**src/rtl/pipe_hazard_ctrl_pkg.sv**
```systemverilog
// Shared definitions for the pipeline hazard controller: opcodes, FSM state
// encoding and the register index type.
package pipe_pkg;

    localparam logic [5:0] OPC_BR0  = 6'b001110;
    localparam logic [5:0] OPC_BR1  = 6'b001111;
    localparam logic [5:0] OPC_HALT = 6'b010001;

    typedef enum logic [1:0] {
        RUN     = 2'd0,
        BR_WAIT = 2'd1,
        DRAIN   = 2'd2,
        HALTED  = 2'd3
    } ctrl_state_e;

    typedef logic [4:0] reg_idx_t;

    function automatic logic is_branch_op(input logic [5:0] opc);
        return (opc == OPC_BR0) || (opc == OPC_BR1);
    endfunction

endpackage

```
**src/rtl/pipe_hazard_ctrl_reg_scoreboard.sv**
```systemverilog
// Countdown scoreboard of in-flight register writes: one counter per
// architectural register, two busy lookup ports and an any-busy summary.
module reg_scoreboard #(
    parameter int NREG = 32,
    parameter int CW   = 2,
    parameter int IW   = $clog2(NREG)
) (
    input  logic          clk,
    input  logic          rst,
    input  logic          set_en,
    input  logic [IW-1:0] set_idx,
    input  logic [CW-1:0] set_val,
    input  logic [IW-1:0] rd_a,
    input  logic [IW-1:0] rd_b,
    output logic          busy_a,
    output logic          busy_b,
    output logic          busy_any
);

    logic [CW-1:0] cnt_r [NREG];
    logic          busy_any_s;

    // Counter update: a new issue reloads, otherwise count down to zero; entry 0 stays zero.
    always_ff @(posedge clk or negedge rst) begin
        if (!rst) begin
            for (int i = 0; i < NREG; i++) begin
                cnt_r[i] <= '0;
            end
        end else begin
            cnt_r[0] <= '0;
            for (int i = 1; i < NREG; i++) begin
                if (set_en && (set_idx == IW'(i))) begin
                    cnt_r[i] <= set_val;
                end else if (cnt_r[i] != '0) begin
                    cnt_r[i] <= cnt_r[i] - CW'(1'b1);
                end else begin
                    cnt_r[i] <= cnt_r[i];
                end
            end
        end
    end

    // Summary of all live entries, used to decide when a drain is complete.
    always_comb begin
        busy_any_s = 1'b0;
        for (int i = 1; i < NREG; i++) begin
            busy_any_s = busy_any_s | (cnt_r[i] != '0);
        end
    end

    assign busy_a   = (rd_a != '0) && (cnt_r[rd_a] != '0);
    assign busy_b   = (rd_b != '0) && (cnt_r[rd_b] != '0);
    assign busy_any = busy_any_s;

endmodule

```
**src/rtl/pipe_hazard_ctrl.sv**
```systemverilog
// Stall/flush/halt sequencer beside the ID stage of the 5-stage pipeline.
// Optional macro FWD_EN: EX/MEM forwarding present, shortening writer latency.
module pipe_hazard_ctrl
    import pipe_pkg::*;
#(
    parameter int WB_LAT = 3,
    parameter int NREG   = 32
) (
    input  logic       clk,
    input  logic       rst,
    input  logic       id_valid,
    input  logic [5:0] id_opcode,
    input  logic [4:0] id_rs,
    input  logic [4:0] id_rt,
    input  logic       id_uses_rt,
    input  logic [4:0] id_dest,
    input  logic       id_reg_write,
    input  logic       id_is_load,
    input  logic       ex_br_resolved,
    input  logic       ex_br_taken,
    output logic       pc_stall,
    output logic       ifid_stall,
    output logic       idex_bubble,
    output logic       ifid_flush,
    output logic       pc_redirect,
    output logic       halted,
    output logic       busy_any,
    output logic [1:0] state
);

    localparam int CW = $clog2(WB_LAT + 1);

    localparam logic [1:0] ST_RUN     = RUN;
    localparam logic [1:0] ST_BR_WAIT = BR_WAIT;
    localparam logic [1:0] ST_DRAIN   = DRAIN;
    localparam logic [1:0] ST_HALTED  = HALTED;

    logic [1:0]    state_r;
    logic [1:0]    state_nxt_s;
    logic          busy_rs_s;
    logic          busy_rt_s;
    logic          busy_any_s;
    logic          hazard_s;
    logic          issue_s;
    logic          is_br_s;
    logic          is_halt_s;
    logic          set_en_s;
    logic [CW-1:0] set_val_s;

    assign is_br_s   = is_branch_op(id_opcode);
    assign is_halt_s = (id_opcode == OPC_HALT);
    assign hazard_s  = id_valid && (busy_rs_s || (id_uses_rt && busy_rt_s));
    assign issue_s   = id_valid && (state_r == ST_RUN) && !hazard_s;
    // Branches resolve in EX and never produce a register result here.
    assign set_en_s  = issue_s && id_reg_write && !is_br_s && (id_dest != 5'd0);

`ifdef FWD_EN
    assign set_val_s = id_is_load ? CW'(1'b1) : CW'(1'b0);
`else
    logic unused_is_load_s;
    assign set_val_s        = CW'(WB_LAT);
    assign unused_is_load_s = id_is_load;
`endif

    reg_scoreboard #(
        .NREG (NREG),
        .CW   (CW),
        .IW   (5)
    ) u_sb (
        .clk      (clk),
        .rst      (rst),
        .set_en   (set_en_s),
        .set_idx  (id_dest),
        .set_val  (set_val_s),
        .rd_a     (id_rs),
        .rd_b     (id_rt),
        .busy_a   (busy_rs_s),
        .busy_b   (busy_rt_s),
        .busy_any (busy_any_s)
    );

    // Next-state decode; a hazard blocks issue so it also blocks branch/halt entry.
    always_comb begin
        state_nxt_s = state_r;
        case (state_r)
            ST_RUN: begin
                if (issue_s && is_br_s) begin
                    state_nxt_s = ST_BR_WAIT;
                end else if (issue_s && is_halt_s) begin
                    state_nxt_s = ST_DRAIN;
                end else begin
                    state_nxt_s = ST_RUN;
                end
            end
            ST_BR_WAIT: begin
                if (ex_br_resolved) begin
                    state_nxt_s = ST_RUN;
                end else begin
                    state_nxt_s = ST_BR_WAIT;
                end
            end
            ST_DRAIN: begin
                if (!busy_any_s) begin
                    state_nxt_s = ST_HALTED;
                end else begin
                    state_nxt_s = ST_DRAIN;
                end
            end
            ST_HALTED: state_nxt_s = ST_HALTED;
            default:   state_nxt_s = ST_RUN;
        endcase
    end

    // Control state register.
    always_ff @(posedge clk or negedge rst) begin
        if (!rst) begin
            state_r <= ST_RUN;
        end else begin
            state_r <= state_nxt_s;
        end
    end

    // Pipeline control outputs, valid in the same cycle as the ID inputs.
    always_comb begin
        pc_stall    = 1'b0;
        ifid_stall  = 1'b0;
        idex_bubble = 1'b0;
        ifid_flush  = 1'b0;
        pc_redirect = 1'b0;
        halted      = 1'b0;
        case (state_r)
            ST_RUN: begin
                if (hazard_s) begin
                    pc_stall    = 1'b1;
                    ifid_stall  = 1'b1;
                    idex_bubble = 1'b1;
                end else begin
                    pc_stall    = 1'b0;
                end
            end
            ST_BR_WAIT: begin
                pc_stall    = 1'b1;
                ifid_flush  = 1'b1;
                pc_redirect = ex_br_resolved && ex_br_taken;
            end
            ST_DRAIN: begin
                pc_stall   = 1'b1;
                ifid_flush = 1'b1;
            end
            ST_HALTED: begin
                pc_stall   = 1'b1;
                ifid_flush = 1'b1;
                halted     = 1'b1;
            end
            default: begin
                pc_stall = 1'b0;
            end
        endcase
    end

    assign busy_any = busy_any_s;
    assign state    = state_r;

endmodule

```
**config.mk**
```make
export PLATFORM = sky130hd
export DESIGN_NAME = pipe_hazard_ctrl
export DESIGN_NICKNAME = d
export VERILOG_FILES = /design/src/rtl/pipe_hazard_ctrl_pkg.sv /design/src/rtl/pipe_hazard_ctrl_reg_scoreboard.sv /design/src/rtl/pipe_hazard_ctrl.sv
export SDC_FILE = /design/constraint.sdc
export NUM_CORES = 1
export LEC_CHECK = 0
export CAP_MARGIN = 20
export CORE_ASPECT_RATIO = 0.7
export CORE_MARGIN = 2
export CORE_UTILIZATION = 60
export CTS_BUF_LIST = sky130_fd_sc_hd__clkbuf_8
export CTS_CLUSTER_DIAMETER = 60
export DETAILED_ROUTE_END_ITERATION = 12
export GPL_TIMING_DRIVEN = 1
export PLACE_DENSITY = 0.82
export SLEW_MARGIN = 20
export SYNTH_ARGS = -nofsm -noshare
export SYNTH_HDL_FRONTEND = slang
export SYNTH_SLANG_ARGS = --single-unit
```
**constraint.sdc**
```tcl
create_clock -name clk -period 2.4 [get_ports clk]
set_input_delay 0.36 -clock clk [delete_from_list [all_inputs] [get_ports clk]]
set_output_delay 0.36 -clock clk [all_outputs]
set_load 0.05 [all_outputs]
```
; ---- Yosys cells after proc, flatten, opt, wreduce, memory -nomap -nowiden
; Index checks and enable logic that the tools add are counted.
[totals]
ff_bits = 64
elab_cells = 329
[classes]
n_addsub = 31
n_lt_le_gt_ge = 2
eq_ne = 37
mux = 79
bitwise_logic = 32
n_reduce_logical = 116
[ops]
columns = cell, count
row1 = $mux 2, 68
row2 = $reduce_bool 2->1, 64
row3 = $eq 5x5->1 const B, 16
row4 = $sub 2x1->2 const B, 31
row5 = $logic_and 1x1->1, 43
row6 = $eq 5x4->1 const B, 8
row7 = $or 1x1->1, 30
row8 = $bmux 2 s5, 2
row9 = $eq 5x3->1 const B, 4
row10 = $reduce_bool 5->1, 3
row11 = $eq 6x4->1 const B, 2
row12 = $ge 6x6->1 const B, 2
row13 = $not 5->6, 2
row14 = $eq 5x2->1 const B, 2
row15 = $pmux 2 s4, 1
row16 = $mux 1, 7
row17 = $eq 6x5->1 const B, 1
row18 = $eq 5x1->1 const B, 1
row19 = $eq 2x2->1 const B, 2
row20 = $reduce_or 3->1, 1
row21 = $eq 2x1->1 const B, 1
row22 = $logic_not 1->1, 2
row23 = $logic_not 2->1, 1
row24 = $logic_or 1x1->1, 2
row25 = $pmux 1 s2, 1

; ---- Logic depth before layout (Yosys ltp)
; Gate-level depths: netlist (run 1).
[depth]
ltp_word = 33
ltp_mapped = 11

; ---- By module
; Synthesis (run 1) repeated with hierarchy kept, for this count alone.
[unflattened]
hier_cells = 556
area_unflattened_um2 = 4438.0
[modules_own_cells]
columns = mod, instances, cells_each, area_per_inst_um2
row1 = reg_scoreboard, 1, 531, 4247.8
row2 = pipe_hazard_ctrl, 1, 25, 190.2

; ---- Worst setup path before layout (run 1)
; Ideal clock, no wire load.
[synth_path]
kind = flip-flop to output port
start = register state_r[1], in the netlist state[1]
end = output port ifid_stall
t_arrival_ns = 2.695
required_ns = 2.040
setup_slack_ns = -0.655
stages_incl_launch_ff = 6
path_cell_list = dfrtp_1 > or2_1 > nor2_1 > inv_2 > a31oi_1 > buf_4
[synth_between]
elab_chain_len = 2
[synth_lines]
columns = item, line
row1 = from (decl), pipe_hazard_ctrl.sv:38  ; logic [1:0] state_r;
row2 = from (signal assigned), pipe_hazard_ctrl.sv:119  ; state_r <= state_nxt_s;
row3 = $logic_not 2->1, -
row4 = $mux 1, -
row5 = to (decl), pipe_hazard_ctrl.sv:22  ; output logic ifid_stall,
; No other way between the ends.

; ---- Worst setup path in the final report (run 1)
[layout_path]
start = input port id_rt[1]
end = output port pc_stall
[layout_between]
elab_chain_len = 11
word_cells_on_any_way = 12
classes_between = mux (5) / bitwise (1) / reduce/logical (6)
[layout_lines]
columns = item, line
row1 = from (decl), pipe_hazard_ctrl.sv:14  ; input logic [4:0] id_rt,
row2 = $not 5->6 (not written as such), pipe_hazard_ctrl_reg_scoreboard.sv:52  ; assign busy_b = (rd_b != '0) && (cnt_r[rd_b] != '0);
row3 = $bmux 2 s5, pipe_hazard_ctrl_reg_scoreboard.sv:52
row4 = $mux 2 (not written as such) (2 in a row), pipe_hazard_ctrl_reg_scoreboard.sv:52
row5 = $reduce_bool 2->1, pipe_hazard_ctrl_reg_scoreboard.sv:52
row6 = $logic_and 1x1->1 (*), pipe_hazard_ctrl_reg_scoreboard.sv:52
row7 = $logic_and 1x1->1 (*), pipe_hazard_ctrl.sv:52  ; assign hazard_s = id_valid && (busy_rs_s || (id_uses_rt && busy_rt_s));
row8 = $logic_or 1x1->1 (*), pipe_hazard_ctrl.sv:52
row9 = $logic_and 1x1->1 (*), pipe_hazard_ctrl.sv:52
row10 = $mux 1 (*), pipe_hazard_ctrl.sv:133  ; if (hazard_s) begin
row11 = $pmux 1 s2 (*), pipe_hazard_ctrl.sv:131  ; case (state_r)
row12 = to (decl), pipe_hazard_ctrl.sv:21  ; output logic pc_stall,
; Mark *: on every way between the ends. The rest lies on a longest branch, timed or not. The select of a mux whose other input is x is not followed.

==> reports/qor.log, run 1 <==
qor: logic_synthesis.yosys-top-cells-area sky130_fd_sc_hd__dfrtp_1, sky130_fd_sc_hd__ha_1, sky130_fd_sc_hd__xor2_1
qor: grt.antenna_found_initial 0
qor: timing.max_slew.worst_pin.slew 0.7746 ns
qor: final_layout.drive_above_1_share 36.89%
qor: place.dp_slack -0.5753 ns
qor: logic_synthesis.syn_avg_cell_area 9.251 sq um
qor: logic_synthesis.synthArstFlopShare 100.0%
qor: clock_tree.cts-buffers-inserted 9
qor: logic_synthesis.post_synth_inst_count 478
qor: run.timing.max_cap.violations 0
qor: final_layout.postLayoutCoreUtil 91.32%
qor: place.dp_hpwl 8.805 mm
qor: pwr.power.static_leakage 2.860 nW
qor: clock_tree.clk_pin_slew_worst_paths 0.09 ns
qor: final_layout.area_growth 49.15%
qor: grt.congestion_overflow_gr 0
qor: logic_synthesis.synth-seq-cells 64
qor: floorplanning.die_area 0.008083 sq mm
qor: timing.maxSlewViolCount 0
qor: floorplanning.core_area 0.007222 sq mm
qor: setup_path.worst_setup_path_end_kind output port
qor: status.failed_checks setup timing
qor: logic_synthesis.synth_enable_flop_cells 0
qor: timing.fin_setup_tns -19.68 ns
qor: floorplanning.die_h 75.83 microns
qor: routing.drt_iter0_markers 693
qor: logic_synthesis.synth_largest_type_area_fraction 36.22%
qor: grt.grt_pass1_wl 20.86 mm
qor: clock_tree.cts_tree done
qor: grt.use_met1 44.10%
qor: final_layout.finalNetCount 627
qor: setup_path.path_buf_inv 5
qor: clock_tree.htree_num_levels 3
qor: place.dpl.cell_count 635
qor: timing.hold_viol_final 0
qor: logic_synthesis.number_of_different_library_cells_in_the_post_synthesis_netlist 49
qor: logic_synthesis.synth.top_cells.by_count sky130_fd_sc_hd__inv_1, sky130_fd_sc_hd__dfrtp_1, sky130_fd_sc_hd__nor2_1, sky130_fd_sc_hd__o31ai_1
qor: routing.postRouteWirelength 18.12 mm
qor: logic_synthesis.yosysWarningCount 0
qor: clock_tree.clock_latency 0.38 ns
qor: place.gp_congestion 0.8655
qor: grt.grt_max_degree 39
qor: logic_synthesis.synth_sequential_area_ratio 36.22%
qor: routing.routed-via-count 4769
qor: setup_path.dominant_delay_contributor_by_cell_family_on_the_critical_path buffers and inverters
qor: floorplanning.core.rowCount 26
qor: setup_path.critical_path.slowest_cell sky130_fd_sc_hd__nor4_1
qor: setup_path.path_max_fanout 5
qor: timing.clock-skew-final 0.01860 ns
qor: logic_synthesis.synth_fp_nets 538
qor: status.outcome complete, but fails checks
qor: setup_path.reg2reg_from u_sb.cnt_r[17]
qor: grt.gr-max-usage-layer met2
qor: timing.achievable-frequency 340.0 MHz
qor: routing.drc 0
qor: routing.drt-pass1-iter-count 5
qor: timing.slew-limit-headroom 48.24%
qor: setup_path.ff2ff_path_depth 12
qor: logic_synthesis.synth_top_area_cell sky130_fd_sc_hd__dfrtp_1
qor: setup_path.critPathMaxStageDelay 0.31 ns
qor: grt.first_global_vias 3984
qor: logic_synthesis.synth_ff_type sky130_fd_sc_hd__dfrtp_1
qor: final_layout.finish.cell_count_without_fillers 670
qor: floorplanning.ioPinCount 38
qor: pwr.peakVddDrop 0.0008682 V
qor: pwr.total_power 9.570 mW
qor: clock_tree.cts.sink_count 64
qor: logic_synthesis.synth.cell_area 0.004422 sq mm
qor: timing.final_setup_violation_count 68
qor: floorplanning.die-width 106.6 microns
qor: routing.postRouteAntennaNets 0
qor: setup_path.crit_type input port to output port
qor: min_path.hold_path.class input port to asynchronous set/reset pin
qor: pwr.powerDensity 1451 mW/mm^2
qor: timing.fin_crit_sh 122.6%
qor: final_layout.layout.cell_area.non_filler 0.006595 sq mm
qor: floorplanning.initial_core_util 61.23%
qor: timing.final.min_clock_period 2.941 ns
qor: setup_path.critPathRequiredTime 2.04 ns
qor: place.port_buffers 36
qor: timing.unrepaired_setup_endpoints_after_global_routing true
qor: place.dpl-instance-area 0.005170 sq mm
qor: final_layout.diodes 0
qor: setup_path.worst_setup_path_start_kind input port
qor: routing.wire_per_inst 27.05 microns
qor: logic_synthesis.synth_most_common_cell sky130_fd_sc_hd__inv_1
qor: timing.layout_setup_ws -0.5414 ns
qor: routing.post_drt_via_cell_ratio 7.118
qor: clock_tree.clock_tree.root_cell sky130_fd_sc_hd__clkbuf_8
qor: setup_path.flop_to_flop_setup_slack -0.46 ns
qor: setup_path.cp_cell_sequence dlygate4sd2_1 -> buf_6 -> buf_4 -> nor3_1 -> a31oi_1 -> o22ai_1 -> nor4_1 -> nor4_1 -> buf_4 -> nand3_4 -> a21o_4 -> buf_8
qor: setup_path.rr_endpoint u_sb.cnt_r[45]
qor: grt.globalRouteTotalUtil 34.87%
qor: grt.met2_usage 58.39%
qor: final_layout.final.fill_count 246
qor: setup_path.timing.critical_path.arrival 2.58 ns
qor: grt.grt.met3_usage 7.956%
qor: clock_tree.cts.path.max_buffers 2
qor: timing.hold_slack 0.01758 ns
[cell families after synthesis]
| group | after synthesis | synth area share, % |
|---|---|---|
| XOR/XNOR | 31 | 6.140 |
| adder cells (fa/ha/maj) | 31 | 8.772 |
| AO/OA/AOI/OAI | 124 | 20.85 |
| multiplexers | 16 | 4.839 |
| flip-flops | 64 | 36.22 |
| buffers and inverters | 91 | 8.970 |
| AND/OR/NAND/NOR | 121 | 14.21 |
[flip-flops by register name (all words and copies together) (netlist names)]
name / flops
state: 2
u_sb.cnt_r: 62
[worst max path at each step]
stage	startpoint	endpoint	cells past startpoint	slack, ns
floorplan	id_rs[1]	ifid_stall	6	-0.09
global placement	id_rs[0]	pc_stall	10	-0.57
detailed placement	id_rs[0]	u_sb.cnt_r[55]	12	-0.58
CTS	u_sb.cnt_r[31]	pc_stall	10	-0.30
global route	u_sb.cnt_r[17]	pc_stall	9	-0.59
finish	id_rt[1]	pc_stall	12	-0.54
[placed cells by master (no fill, tap or decap), drive strengths merged, types with 10 or more instances in the layout]
master / n
a21oi: 27
o41ai: 20
nand2: 10
a211oi: 14
nor3: 25
o31ai: 35
mux2: 13
xor2: 31
dfrtp: 64
ha: 31
nor2: 40
clkdlybuf4s50: 24
o21ai: 11
clkbuf: 13
buf: 65
inv: 69
[final cells by class]
| class | count | area, sq um | share of cell area (%) |
|---|---|---|---|
| clock buffers | 10 | 137.6 | 2.087 |
| flip-flops and latches | 64 | 1602 | 24.28 |
| multi-input cells | 323 | 3332 | 50.52 |
| inverters | 69 | 259.0 | 3.927 |
| clock inverters | 6 | 35.03 | 0.5312 |
| repair buffers | 100 | 1107 | 16.79 |
| well taps | 98 | 122.6 | 1.859 |
[report_power, final]
| group | leakage, nW | switching [mW] | internal (mW) | total, mW |
|---|---|---|---|---|
| registers | 0.757 | 0.594 | 1.69 | 2.28 |
| logic | 2.02 | 3.32 | 3.08 | 6.40 |
| clock network | 0.0878 | 0.495 | 0.395 | 0.890 |
[routing by layer]
| metal | wire length [microns] | up-vias |
|---|---|---|
| met5 | 0 | - |
| met4 | 1314 | 0 |
| met3 | 2297 | 164 |
| met2 | 8090 | 440 |
| met1 | 6420 | 2252 |
| li1 | - | 1913 |
[what timing repair did]
| item | CTS | global route |
|---|---|---|
| gates cloned | 5 | 4 |
| hold buffers | 0 | 0 |
| buffers inserted | 8 | 2 |
| pin swaps | 28 | 24 |
| resized for setup | 83 | 96 |
| endpoints found under the setup margin | 65 | 66 |
(Power assumes the default switching activity.)
==> run 2: changes to the inputs <==
--- a/config.mk
+++ b/config.mk
@@ -8,12 +8,12 @@
 export CAP_MARGIN = 20
 export CORE_ASPECT_RATIO = 0.7
 export CORE_MARGIN = 2
-export CORE_UTILIZATION = 60
+export CORE_UTILIZATION = 55
 export CTS_BUF_LIST = sky130_fd_sc_hd__clkbuf_8
 export CTS_CLUSTER_DIAMETER = 60
 export DETAILED_ROUTE_END_ITERATION = 12
 export GPL_TIMING_DRIVEN = 1
-export PLACE_DENSITY = 0.82
+export PLACE_DENSITY = 0.89
 export SLEW_MARGIN = 20
 export SYNTH_ARGS = -nofsm -noshare
 export SYNTH_HDL_FRONTEND = slang
==> constraint.sdc (replaced) <==
create_clock -name clk -period 2.7 [get_ports clk]
set_input_delay 0.405 -clock clk [delete_from_list [all_inputs] [get_ports clk]]
set_output_delay 0.405 -clock clk [all_outputs]
set_load 0.05 [all_outputs]
==> run 2 against run 1 <==
Against the previous run: the run still ends with setup timing left; worst setup slack better by 0.44 ns; sequential cell count is the same; worst hold slack improved by 0.10 ns; global-route usage shrank 4.1 points; die area up 8.7%; clock skew down 0.0095 ns; power fell by 31%; clock-buffer cell count is 1 lower; sequential share of layout area increased by 4.3 points; first-iteration DRC count is 42% lower; via count down 10%; highest routed layer unchanged; critical endpoint is now ifid_stall; combinational power decreased by 41%.
==> reports/qor.log, run 2 (synthesis results as in run 1) <==
qor: setup_path.cp_cell_sequence nor2_2 -> mux4_2 -> a2111oi_4 -> nor4_4 -> buf_4 -> a31oi_4 -> buf_6
qor: routing.drt-pass1-iter-count 5 [unchanged]
qor: setup_path.crit_type flip-flop to output port
qor: timing.final_setup_violation_count 3 [-96%]
qor: setup_path.critPathMaxStageDelay 0.50 ns [+0.19 ns]
qor: place.dp_slack -0.7581 ns [-0.1828 ns]
qor: final_layout.finalNetCount 606 [-3.3%]
qor: floorplanning.die_h 79.02 microns [+4.2%]
qor: setup_path.path_max_fanout 2 [-3]
qor: final_layout.layout.cell_area.non_filler 0.005602 sq mm [-15%]
qor: setup_path.critPathRequiredTime 2.30 ns [+0.26 ns]
qor: setup_path.critical_path.slowest_cell sky130_fd_sc_hd__mux4_2
qor: grt.first_global_vias 4276 [+7.3%]
qor: clock_tree.clock_tree.root_cell sky130_fd_sc_hd__clkbuf_8
qor: final_layout.postLayoutCoreUtil 71.47% [-20 points]
qor: clock_tree.htree_num_levels 3 [unchanged]
qor: pwr.total_power 6.591 mW [-31%]
qor: floorplanning.core_area 0.007838 sq mm [+8.5%]
qor: pwr.p_sw_share 44.19% [-1.9 points]
qor: timing.slew-limit-headroom 42.74% [-5.5 points]
qor: pwr.share_clk_of_total_power 12.0% [+2.7 points]
qor: timing.hold_viol_final 0 [unchanged]
qor: setup_path.timing.critical_path.arrival 2.40 ns [-0.18 ns]
qor: routing.postRouteAntennaNets 0 [unchanged]
qor: place.dp_hpwl 8.640 mm [-1.9%]
qor: routing.wl_met3 1.410 mm [-39%]
qor: place.gp_congestion 0.9644 [+11%]
qor: pwr.cellInternalPower 3.679 mW [-29%]
qor: setup_path.worst_setup_path_start_kind flip-flop
qor: routing.drc 0 [unchanged]
qor: final_layout.final.fill_count 540 [+120%]
qor: final_layout.finish.cell_count_without_fillers 652 [-2.7%]
qor: grt.congestion_overflow_gr 0 [unchanged]
qor: pwr.peakVddDrop 0.0007880 V [-9.2%]
qor: floorplanning.initial_core_util 56.42% [-4.8 points]
qor: setup_path.worst_setup_path_end_kind output port
qor: grt.globalRouteTotalUtil 30.76% [-4.1 points]
qor: final_layout.layout_commonest_cell sky130_fd_sc_hd__inv_1
qor: clock_tree.clk_pin_slew_worst_paths 0.07 ns [-0.02 ns]
qor: clock_tree.clock_latency 0.37 ns [about the same]
qor: routing.route.top_layer_used met4
qor: floorplanning.die-width 111.2 microns [+4.3%]
qor: pwr.power.static_leakage 2.511 nW [-12%]
qor: min_path.hold_path.class input port to asynchronous set/reset pin
qor: final_layout.area_growth 26.68%
qor: routing.post_drt_via_cell_ratio 6.548 [-8.0%]
qor: place.port_buffers 36 [unchanged]
qor: timing.hold_slack 0.1202 ns [+0.1026 ns]
qor: timing.layout_setup_ws -0.1012 ns [+0.4402 ns]
qor: final_layout.area_taken_by_multi_input_logic_gates 0.002660 sq mm [-20%]
qor: final_layout.drive_above_1_share 24.86% [-12 points]
qor: run.timing.max_cap.violations 0 [unchanged]
qor: final_layout.number_of_flip_flops_in_the_largest_register 62 [unchanged]
qor: final_layout.area.sequential 0.001603 sq mm [about the same]
qor: routing.routed-via-count 4269 [-10%]
qor: routing.drt_iter0_markers 401 [-42%]
qor: final_layout.leading_cell_types_in_the_layout_fill_and_taps_excluded sky130_fd_sc_hd__inv_1, sky130_fd_sc_hd__dfrtp_1, sky130_fd_sc_hd__o31ai_1
qor: timing.maxSlewViolCount 0 [unchanged]
qor: grt.antenna_found_initial 0 [unchanged]
qor: place.dpl.cell_count 621 [-2.2%]
qor: pwr.netSwitchingPower 2.913 mW [-34%]
qor: grt.grt_pass1_wl 21.10 mm [+1.2%]
qor: clock_tree.cts.sink_count 64 [unchanged]
qor: pwr.power_frac_comb 56.9% [-10 points]
qor: pwr.powerDensity 1177 mW/mm^2 [-19%]
qor: timing.clock-skew-final 0.009139 ns [-0.009459 ns]
qor: floorplanning.ioPinCount 38 [unchanged]
qor: status.failed_checks setup timing
qor: setup_path.dominant_delay_contributor_by_cell_family_on_the_critical_path compound AO/OA/AOI/OAI gates
qor: final_layout.diodes 0 [unchanged]
qor: grt.grt_max_degree 34 [-13%]
qor: clock_tree.cts-buffers-inserted 9 [unchanged]
qor: routing.wire_per_inst 20.71 microns [-23%]
qor: timing.fin_crit_sh 103.7%
qor: clock_tree.cts.path.max_buffers 2 [unchanged]
qor: timing.final.min_clock_period 2.801 ns
qor: routing.met2_wire_len 6.227 mm [-23%]
qor: routing.m1WireLength 5.223 mm [-19%]
qor: place.dpl-instance-area 0.005036 sq mm [-2.6%]
qor: floorplanning.core.rowCount 27 [+3.8%]
qor: status.outcome complete, but fails checks
qor: final_layout.top_reg_by_flops u_sb.cnt_r
qor: timing.fin_setup_tns -0.2547 ns [+19.43 ns]
qor: floorplanning.die_area 0.008785 sq mm [+8.7%]
qor: timing.max_slew.worst_pin.slew 0.8589 ns [+0.08436 ns]
qor: pwr.sequential_power_share 31.1% [+7.3 points]
qor: timing.achievable-frequency 357.0 MHz
qor: timing.unrepaired_setup_endpoints_after_global_routing true
qor: clock_tree.cts_tree done
qor: setup_path.path_buf_inv 2 [-3]
qor: routing.postRouteWirelength 13.50 mm [-25%]
==> run 2: power by group through the flow <==
stage / combinational, mW / clock [mW] / sequential [mW]
final: 3.75 / 0.794 / 2.05
after global placement: 3.05 / 0 / 1.93
after detailed placement: 3.30 / 0 / 1.98
after CTS: 3.49 / 0.796 / 1.96
after global routing: 4.15 / 0.847 / 2.10
after floorplan: 2.58 / 0 / 1.86
==> run 2: worst paths after layout <==
path / from / end / slack, ns / cells past startpoint
hold reg to reg: u_sb.cnt_r[5] / u_sb.cnt_r[5] / 0.53 / 2
hold / removal: rst / u_sb.cnt_r[23] / 0.12 / 1
max in group asynchronous: rst / u_sb.cnt_r[56] / 1.92 / 2
setup reg to reg: u_sb.cnt_r[23] / u_sb.cnt_r[48] / 0.06 / 9
setup / recovery: u_sb.cnt_r[50] / ifid_stall / -0.10 / 7
min in group clk: u_sb.cnt_r[5] / u_sb.cnt_r[5] / 0.53 / 2
==> run 2: final cells by class <==
type                       instances  share of cell area, %
clock inverter                     7                  1.005
multi-input combinational        323                  47.49
inverter                          69                  4.624
tap                              101                  2.256
timing repair buffer              79                  13.80
sequential                        64                  28.61
clock buffer                       9                  2.211
==> run 2: what timing repair did <==
| item | in CTS | in global routing |
|---|---|---|
| cloned | 1 | 0 |
| resized for setup | 37 | 37 |
| endpoints found under the setup margin | 63 | 24 |
| pin swaps | 11 | 19 |
| hold buffers | 0 | 0 |
| setup buffers | 10 | 4 |
==> run 2: routing by layer <==
metal  vias to the layer above  global-route usage [%]
li1                       1876                       -
met1                      2045                   38.04
met2                       265                   49.94
met3                        83                   10.15
met4                         0                   13.21
met5                         -                       0
==> run 3: changes to the inputs <==
--- a/config.mk
+++ b/config.mk
@@ -5,9 +5,7 @@
 export SDC_FILE = /design/constraint.sdc
 export NUM_CORES = 1
 export LEC_CHECK = 0
-export CAP_MARGIN = 20
 export CORE_ASPECT_RATIO = 0.7
-export CORE_MARGIN = 2
 export CORE_UTILIZATION = 55
 export CTS_BUF_LIST = sky130_fd_sc_hd__clkbuf_8
 export CTS_CLUSTER_DIAMETER = 60
==> run 3 against run 2 <==
Against the previous run: the flow still finishes with violations (setup timing); clock power is 6.5% higher; worst setup slack gained 0.0052 ns; critical path type is now input port to output port; routed wire length shrank 4.4%; clock-buffer cell count is 2 higher; register-to-register slack got worse by 0.04 ns; sequential cell count did not move.
==> reports/qor.log, run 3 (synthesis results as in run 1) <==
qor: status.outcome complete, but fails checks
qor: status.failed_checks setup timing
qor: clock_tree.cts-buffers-inserted 9 [unchanged]
qor: final_layout.number_of_flip_flops_in_the_largest_register 62 [unchanged]
qor: floorplanning.die_area 0.008408 sq mm [-4.3%]
qor: setup_path.crit_type input port to output port
qor: routing.post_drt_via_cell_ratio 6.341 [-3.2%]
qor: setup_path.worst_setup_path_end_kind output port
qor: routing.route.top_layer_used met4
qor: timing.max_slew.worst_pin.slew 0.6950 ns [-0.1640 ns]
qor: pwr.total_power 6.514 mW [-1.2%]
qor: final_layout.diodes 0 [unchanged]
qor: setup_path.flop_to_flop_setup_slack 0.02 ns [-0.04 ns]
qor: place.dp_hpwl 8.829 mm [+2.2%]
qor: min_path.hold_path.class input port to asynchronous set/reset pin
qor: final_layout.top_reg_by_flops u_sb.cnt_r
qor: timing.achievable-frequency 357.7 MHz [+0.19%]
qor: final_layout.layout_commonest_cell sky130_fd_sc_hd__inv_1
qor: routing.drc 0 [unchanged]
qor: pwr.peakVddDrop 0.0006899 V [-12%]
qor: routing.drt-pass1-iter-count 5 [unchanged]
qor: routing.postRouteWirelength 12.91 mm [-4.4%]
qor: grt.first_global_vias 4174 [-2.4%]
qor: pwr.power.static_leakage 2.514 nW [+0.15%]
qor: timing.final_setup_violation_count 8 [+5]
qor: setup_path.worst_setup_path_start_kind input port
qor: timing.slew-limit-headroom 53.67% [+11 points]
qor: timing.unrepaired_setup_endpoints_after_global_routing true
qor: timing.fin_crit_sh 103.6% [-0.19 points]
qor: final_layout.finalNetCount 606 [unchanged]
qor: setup_path.timing.critical_path.arrival 2.39 ns [about the same]
qor: clock_tree.clock_latency 0.36 ns [about the same]
qor: setup_path.critPathRequiredTime 2.30 ns [about the same]
qor: clock_tree.cts_tree done
qor: routing.m1WireLength 5.372 mm [+2.9%]
qor: run.timing.max_cap.violations 0 [unchanged]
qor: final_layout.leading_cell_types_in_the_layout_fill_and_taps_excluded sky130_fd_sc_hd__inv_1, sky130_fd_sc_hd__dfrtp_1, sky130_fd_sc_hd__nor2_1
qor: clock_tree.cts.path.max_buffers 2 [unchanged]
qor: setup_path.path_max_fanout 9 [+7]
qor: grt.congestion_overflow_gr 0 [unchanged]
qor: final_layout.drive_above_1_share 24.68% [-0.18 points]
qor: pwr.powerDensity 1162 mW/mm^2 [-1.3%]
qor: floorplanning.core.rowCount 26 [-3.7%]
qor: floorplanning.die-width 109.2 microns [-1.8%]
qor: place.dpl-instance-area 0.005082 sq mm [+0.92%]
qor: final_layout.area_growth 26.83%
qor: routing.met2_wire_len 5.937 mm [-4.7%]
qor: grt.antenna_found_initial 0 [unchanged]
qor: timing.clock-skew-final 0.01300 ns [+0.003860 ns]
qor: routing.postRouteAntennaNets 0 [unchanged]
qor: grt.grt_pass1_wl 20.26 mm [-4.0%]
qor: floorplanning.initial_core_util 58.59% [+2.2 points]
qor: routing.routed-via-count 4115 [-3.6%]
qor: place.dp_slack -0.7509 ns [+0.007243 ns]
qor: timing.final.min_clock_period 2.796 ns [-0.005178 ns]
qor: timing.hold_viol_final 0 [unchanged]
qor: place.port_buffers 36 [unchanged]
qor: final_layout.layout.cell_area.non_filler 0.005608 sq mm [+0.11%]
qor: timing.hold_slack 0.08570 ns [-0.03446 ns]
qor: grt.grt_max_degree 50 [+47%]
qor: grt.globalRouteTotalUtil 32.15% [+1.4 points]
qor: clock_tree.htree_num_levels 3 [unchanged]
qor: floorplanning.ioPinCount 38 [unchanged]
qor: clock_tree.cts.sink_count 64 [unchanged]
qor: timing.maxSlewViolCount 0 [unchanged]
qor: floorplanning.die_h 77.02 microns [-2.5%]
qor: place.gp_congestion 0.9802 [+1.6%]
qor: routing.wire_per_inst 19.89 microns [-4.0%]
qor: routing.drt_iter0_markers 309 [-23%]
qor: final_layout.postLayoutCoreUtil 74.30% [+2.8 points]
qor: timing.layout_setup_ws -0.09603 ns [+0.005178 ns]
qor: floorplanning.core_area 0.007547 sq mm [-3.7%]
qor: clock_tree.clock_tree.root_cell sky130_fd_sc_hd__clkbuf_8
qor: clock_tree.clk_pin_slew_worst_paths 0.07 ns [about the same]
qor: routing.wl_met3 1.061 mm [-25%]
## run 3: through the flow
| stage | setup TNS (ns) | instances |
|---|---|---|
| floorplan | 0 | 478 |
| global placement | -27.25 | 623 |
| detailed placement | -38.61 | 623 |
| CTS | -0.04267 | 648 |
| global route | -1.203 | 649 |
| finish | -0.3016 | 649 |
## run 3: final cells by class
cell class                      count  area (sq um)
Multi-Input combinational cell    323          2660
Clock buffer                       11         151.4
Tap cell                           98         122.6
Clock inverter                      5         47.55
Fill cell                         515          1939
Sequential cell                    64          1603
Inverter                           69         259.0
Timing Repair Buffer               79         764.5
## run 3: timing repair
item	4_1_cts	5_1_grt
endpoints found under the setup margin	67	40
gates resized for setup	37	26
buffers inserted	11	1
endpoints found under the hold margin	0	0
hold buffers	0	0
pin swaps	10	12
## run 3: path summary, 6_finish.rpt
kind,startpoint,depth (start not counted),to
setup / recovery,id_rt[0],10,pc_stall
hold / removal,rst,1,u_sb.cnt_r[25]
setup reg to reg,u_sb.cnt_r[26],10,u_sb.cnt_r[54]
hold reg to reg,u_sb.cnt_r[17],2,u_sb.cnt_r[17]
max in group asynchronous,rst,2,u_sb.cnt_r[49]
min in group clk,u_sb.cnt_r[17],2,u_sb.cnt_r[17]
## run 3: routing by layer
metal | vias to the layer above | track usage [%]
met5 | - | 0
met2 | 215 | 49.94
li1 | 1867 | -
met1 | 1977 | 40.03
met3 | 56 | 10.03
met4 | 0 | 16.40
## run 3: worst max-delay path, stage by stage
cell and delay [ns]:
sky130_fd_sc_hd__clkdlybuf4s15_2 0.25, sky130_fd_sc_hd__buf_4 0.20, sky130_fd_sc_hd__nor3_2 0.23, sky130_fd_sc_hd__a211oi_1 0.11
sky130_fd_sc_hd__nor3_2 0.26, sky130_fd_sc_hd__nor4_2 0.10, sky130_fd_sc_hd__nor4_4 0.37, sky130_fd_sc_hd__nand3_2 0.13
sky130_fd_sc_hd__a21o_1 0.19, sky130_fd_sc_hd__buf_6 0.15
## run 3: power breakdown
| part | switching [mW] | total [mW] | internal (mW) |
|---|---|---|---|
| Clock | 0.379 | 0.846 | 0.467 |
| Combinational | 1.93 | 3.65 | 1.72 |
| Sequential | 0.514 | 2.02 | 1.50 |
| Total | 2.82 | 6.51 | 3.69 |
